### config.mk
export PLATFORM = sky130hd
export DESIGN_NAME = dcache_wb
export DESIGN_NICKNAME = d
export VERILOG_FILES = /design/src/rtl/dcache_wb.sv
export SDC_FILE = /design/constraint.sdc
export NUM_CORES = 1
export LEC_CHECK = 0
export BUFFER_PORTS_ARGS = -buffer_cell sky130_fd_sc_hd__buf_4
export CAP_MARGIN = 20
export CELL_PAD_IN_SITES_DETAIL_PLACEMENT = 1
export CELL_PAD_IN_SITES_GLOBAL_PLACEMENT = 1
export CORE_ASPECT_RATIO = 1.1
export CORE_MARGIN = 5
export CORE_UTILIZATION = 51
export CTS_CLUSTER_SIZE = 20
export DETAILED_ROUTE_END_ITERATION = 16
export GPL_ROUTABILITY_DRIVEN = 0
export PLACE_DENSITY_LB_ADDON = 0.1
export SYNTH_ARGS = -nofsm -noshare
export SYNTH_HDL_FRONTEND = slang
export SYNTH_SLANG_ARGS = --single-unit
### constraint.sdc
create_clock -name clk -period 5.7 [get_ports clk]
set_clock_uncertainty 0.2 [all_clocks]
set_input_delay 1.14 -clock clk [delete_from_list [all_inputs] [get_ports clk]]
set_output_delay 1.14 -clock clk [all_outputs]
set_load 0.05 [all_outputs]
### src/rtl/dcache_wb.sv
// rtl/dcache_wb.sv - direct-mapped, write-back, write-allocate data cache
// Hits complete in the request cycle; misses stall while the victim is written back and the block is filled.
module dcache_wb #(
  parameter int INDEX_W  = 3,
  parameter int OFFSET_W = 2,
  parameter int ADDR_W   = 30
) (
  input  logic                       clk,
  input  logic                       proc_reset,
  input  logic                       proc_read,
  input  logic                       proc_write,
  input  logic [ADDR_W-1:0]          proc_addr,
  input  logic [31:0]                proc_wdata,
  output logic                       proc_stall,
  output logic [31:0]                proc_rdata,
  output logic                       mem_read,
  output logic                       mem_write,
  output logic [ADDR_W-OFFSET_W-1:0] mem_addr,
  output logic [127:0]               mem_wdata,
  input  logic [127:0]               mem_rdata,
  input  logic                       mem_ready
);

  localparam int TAG_W = ADDR_W - INDEX_W - OFFSET_W;
  localparam int NBLK  = 2 ** INDEX_W;

  typedef enum logic [1:0] {
    S_IDLE  = 2'd0,
    S_WB    = 2'd1,
    S_ALLOC = 2'd2
  } state_t;

  state_t            r_state;
  logic              r_mem_read;
  logic              r_mem_write;
  logic [NBLK-1:0]   r_valid;
  logic [NBLK-1:0]   r_dirty;
  logic [TAG_W-1:0]  r_tag  [NBLK];
  logic [127:0]      r_data [NBLK];

  logic [INDEX_W-1:0]  w_idx;
  logic [TAG_W-1:0]    w_tag;
  logic [OFFSET_W-1:0] w_off;
  logic                w_req;
  logic                w_hit;
  logic                w_victim_dirty;

  assign w_idx          = proc_addr[OFFSET_W+INDEX_W-1:OFFSET_W];
  assign w_tag          = proc_addr[ADDR_W-1:OFFSET_W+INDEX_W];
  assign w_off          = proc_addr[OFFSET_W-1:0];
  assign w_req          = proc_read | proc_write;
  assign w_hit          = r_valid[w_idx] && (r_tag[w_idx] == w_tag);
  assign w_victim_dirty = r_valid[w_idx] & r_dirty[w_idx];

  // Reset must drop the stall immediately even though the core may still be holding a request.
  assign proc_stall = ~proc_reset & w_req & ~w_hit;
  assign proc_rdata = w_hit ? r_data[w_idx][{w_off, 5'b0} +: 32] : 32'd0;
  assign mem_read   = r_mem_read;
  assign mem_write  = r_mem_write;

  always_comb begin
    mem_addr  = '0;
    mem_wdata = '0;
    if (r_state == S_ALLOC) begin
      mem_addr = proc_addr[ADDR_W-1:OFFSET_W];
    end else if (r_state == S_WB || r_valid[w_idx]) begin
      mem_addr  = {r_tag[w_idx], w_idx};
      mem_wdata = r_data[w_idx];
    end
  end

  always_ff @(posedge clk or posedge proc_reset) begin
    if (proc_reset) begin
      r_state     <= S_IDLE;
      r_mem_read  <= 1'b0;
      r_mem_write <= 1'b0;
      r_valid     <= '0;
      r_dirty     <= '0;
    end else begin
      case (r_state)
        S_IDLE: begin
          if (w_req && !w_hit) begin
            if (w_victim_dirty) begin
              r_state     <= S_WB;
              r_mem_write <= 1'b1;
            end else begin
              r_state    <= S_ALLOC;
              r_mem_read <= 1'b1;
            end
          end else if (proc_write && w_hit) begin
            r_dirty[w_idx] <= 1'b1;
          end
        end
        S_WB: begin
          if (mem_ready) begin
            r_state     <= S_ALLOC;
            r_mem_write <= 1'b0;
            r_mem_read  <= 1'b1;
          end
        end
        S_ALLOC: begin
          if (mem_ready) begin
            r_state        <= S_IDLE;
            r_mem_read     <= 1'b0;
            r_valid[w_idx] <= 1'b1;
            r_dirty[w_idx] <= 1'b0;
          end
        end
        default: begin
          r_state     <= S_IDLE;
          r_mem_read  <= 1'b0;
          r_mem_write <= 1'b0;
        end
      endcase
    end
  end

  // Tag and data arrays carry no reset; the valid bits make their contents meaningful.
  always_ff @(posedge clk) begin
    if (r_state == S_IDLE && proc_write && w_hit) begin
      r_data[w_idx][{w_off, 5'b0} +: 32] <= proc_wdata;
    end else if (r_state == S_ALLOC && mem_ready) begin
      r_data[w_idx] <= mem_rdata;
      r_tag[w_idx]  <= w_tag;
    end
  end

endmodule

==> metrics.md <==
| Metric | Value |
|---|---|
| # rows | `118` |
| Slew HR | `0.210` |
| Area of the multi-input gates | `about 11000 µm²` |
| Syn avg cell area | `~17 µm²` |
| Outcome | `finished clean` |
| Switching share of power | `0.255` |
| Vias in the first global route | `33000` |
| Cell area after synthesis | `between 40000 and 50000 µm²` |
| Die area | `roughly 100000 µm²` |
| Sink Count | `~1200` |
| Place WS | `-16.2 ps` |
| Clock power share | `0.377` |
| I/O pin cnt | `a little under 400` |
| DRT antenna net count | `0` |
| Initial antenna violation count | `14` |
| Num CTS Buffers | `around 120` |
| Max-Cap Viols | `0` |
| Finished Layout Cells | `4749` |
| Final #Nets | `between 3000 and 4000` |
| CP most frequent cell | `buf_4` |
| DP Cell Count | `4517` |
| Reg power frac | `0.495` |
| Netlist cell types | `between 50 and 60` |
| Post-Syn Instances | `2811` |
| GR Overflow Total | `0` |
| GRT Util Overall | `0.340` |
| Hold WS | `265 ps` |
| Post-Syn Nets | `3011` |
| Final Hold Vio Count | `0` |
| Storage element area | `roughly 37000 µm²` |
| # setup viols final | `0` |
| CP startpoint kind | `input pin` |
| Setup CP Type | `in -> out` |
| DPL Wire Length | `117 mm` |
| Leakage Power | `between 20 and 25 nW` |
| Vias post-DR | `approximately 32000` |
| Logic gate share of total power | `0.128` |
| Die width | `304 µm` |
| Final period utilization | `0.990` |
| H-tree Lvls | `3` |
| Initial Util | `0.515` |
| CP Capture Type | `output pin` |
| Synth-to-layout area growth | `21.8%` |
| Filler instances | `about 8300` |
| Total of warnings raised by yosys | `0` |
| Vias per cell | `6.74` |
| HP Class | `reg -> reg` |
| Arrival time at the worst endpoint | `between 4000 and 5000 ps` |
| Total Negative Setup Slacks | `0 ps` |
| Worst slew pin tran | `about 1200 ps` |
| Sequential fraction of the synthesis area | `0.767` |
| Worst EP required | `4360 ps` |
| WL per Instance | `37.4 µm` |
| Kind of cell adding the most delay to the critical path | `buffers and inverters` |
| Cell Chain, Critical Path | `buf_8 > buf_12 > buf_4 > inv_2 > nand2_4 > buf_12 > buf_4 > o22ai_1 > a211oi_1 > o221ai_1 > mux4_2 > nor2_4 > buf_4` |
| Register bit count reported by yosys | `~1200` |
| Share of cells above drive strength 1 | `0.305` |
| CP Buf/Inv Count | `7` |
| Internal power | `15.6 mW` |
| Final WL | `around 180 mm` |
| Core area | `around 94000 µm²` |
| DIE HEIGHT | `around 330 µm` |
| CTS root buf | `clkbuf_16` |
| First drt pass iteration count | `6` |
| Ys flop type | `edfxtp_1` |
| DRT iter0 DRCs | `4125` |
| Pwr dens | `~350 nW/µm²` |
| Sw power | `roughly 5.3 mW` |
| Clock Latency Late Sink | `710 ps` |
| CTS tree | `done` |
| FMAX | `177 MHz` |
| Post-synth EDFFs | `roughly 1200` |
| Final Max Tran Viols | `0` |
| DRC Markers | `0` |
| PortBufs | `between 300 and 400` |
| Asr flop ratio synth | `0.0161` |
| CP max FO | `23` |
| Critical-path top delay cell | `mux4_2` |
| Clk buf depth | `3` |
| CP peak stage delay | `approximately 600 ps` |
| Minimum clock period after layout | `about 5600 ps` |
| Post-CTS Hold Buffers | `0` |
| Largest net degree at the start of global routing | `74` |
| VDD IR max | `0.265 mV` |
| Clk pin slew, worst setup/hold paths | `roughly 60 ps` |
| First-pass GRT wire length | `248 mm` |
| Final core occ | `0.627` |
| Final WS setup | `between 50 and 60 ps` |
==> kinds of logic after synthesis <==
family	count (synthesis)	share of synthesized area
simple gates	459	0.0503
xor+xnor	17	0.00307
buf+inv	199	0.0185
compound gates	703	0.100
fa+ha+maj	5	0.00129
flops	1244	0.767
mux	184	0.0595
==> power by group through the flow <==
stage | logic, mW | clock network (mW) | registers, mW
floorplan | 1.40 | 0 | 10.5
global placement | 2.59 | 0 | 10.5
detailed placement | 2.64 | 0 | 10.5
CTS | 2.66 | 7.95 | 10.4
global route | 2.76 | 8.38 | 10.4
finish | 2.69 | 7.90 | 10.4
==> final cells by class <==
class                   instances  share of cell area
flip-flops and latches       1244               0.630
multi-input cells            1368               0.183
repair buffers                639              0.0954
clock buffers                 153              0.0532
well taps                    1260              0.0266
clock inverters                69              0.0118
inverters                       7            0.000444
diodes                          9            0.000381
==> worst register-to-register path: cells and delay by family, from the launching register on <==
kind	cells	cell delay [ps]
buffers and inverters	4	1100
and+or+nand+nor	5	1320
DFF	1	370
muxes	1	280
AOI/OAI and AO/OA	2	520
==> per-layer routing <==
metal | wire length, µm | part of all wire | GRT usage | up-vias
li1 | - | - | - | 12800
met1 | 64200 | 0.36 | 0.441 | 16600
met2 | 83400 | 0.47 | 0.543 | 2286
met3 | 20300 | 0.11 | 0.0941 | 409
met4 | 9790 | 0.055 | 0.157 | 8
met5 | 56 | 0.00032 | 0 | -
==> stage by stage <==
step           total power [mW]  area (µm²)
2_1_floorplan              11.9       48600
3_3_place_gp               13.1       55300
3_5_place_dp               13.2       55300
4_1_cts                    21.0       59100
5_1_grt                    21.5       59200
6_report                   20.9       59200
==> final timing paths <==
kind                                                    to  cells past startpoint  slack, ps         start
worst max-delay path                        proc_rdata[13]                     13         60  proc_addr[3]
worst min-delay path                            r_valid[7]                      1        260    r_valid[7]
worst max register to register                r_data[5][1]                     12       1560  r_tag[2][15]
worst min register to register                  r_valid[7]                      1        260    r_valid[7]
max in group asynchronous                       r_valid[0]                      2       4430    proc_reset
min in group asynchronous       asynchronous set/reset pin                      2        390    proc_reset
==> cell usage in the layout (no fill, tap or decap), types with 10 or more instances in the layout <==
cell type  instances
a22o_1           138
a22oi_1           12
buf_12            67
buf_4            570
bufinv_16         13
clkbuf_1          31
clkbuf_16        120
clkinv_1          25
clkinv_2          25
dfrtp_1           20
edfxtp_1        1224
mux2_2            69
mux2i_1           37
mux4_2            76
nand2_1           46
nor2_1           189
nor2_4            62
o21ai_0           52
o221ai_1          49
o22ai_1          408
or4_1             78
xor2_1            10
==> flip-flops by register name, indices dropped and copies added (netlist names), named ones only <==
signal     flops
r_data      1024
r_tag        200
r_valid        8
r_state        2
mem_read       1
mem_write      1
==> cells in the mapped netlist (6+ instances only) <==
master       n  share of area
nand2b_1     7        0.00090
or2_2        9         0.0012
a22oi_1     12         0.0019
nor2_1     230          0.018
o21ai_0     53         0.0055
a22o_1     138          0.025
clkbuf_1   100         0.0077
a221oi_1     7         0.0013
o221ai_1    49         0.0088
buf_2       49         0.0050
xnor2_1      7         0.0013
mux2i_1     38         0.0078
a41oi_1      9         0.0016
nor2_4      30         0.0070
buf_1       33         0.0026
nor3_1       9        0.00093
and3_1      10         0.0013
mux4_2      76          0.035
o31ai_1      6        0.00093
a21oi_1     10         0.0010
edfxtp_1  1224           0.76
o22ai_1    408          0.053
nand2_1     54         0.0042
and2_1       7        0.00090
mux2_2      69          0.016
dfrtp_1     20          0.010
xor2_1      10         0.0018
or4_1       79          0.012
==> repair_timing <==
item	CTS	global route
cloned	0	0
endpoints found under the setup margin	32	32
buffers inserted	0	1
resized for setup	2	3
pin swaps	0	2
Note: power is estimated with default switching activity, not from simulation.
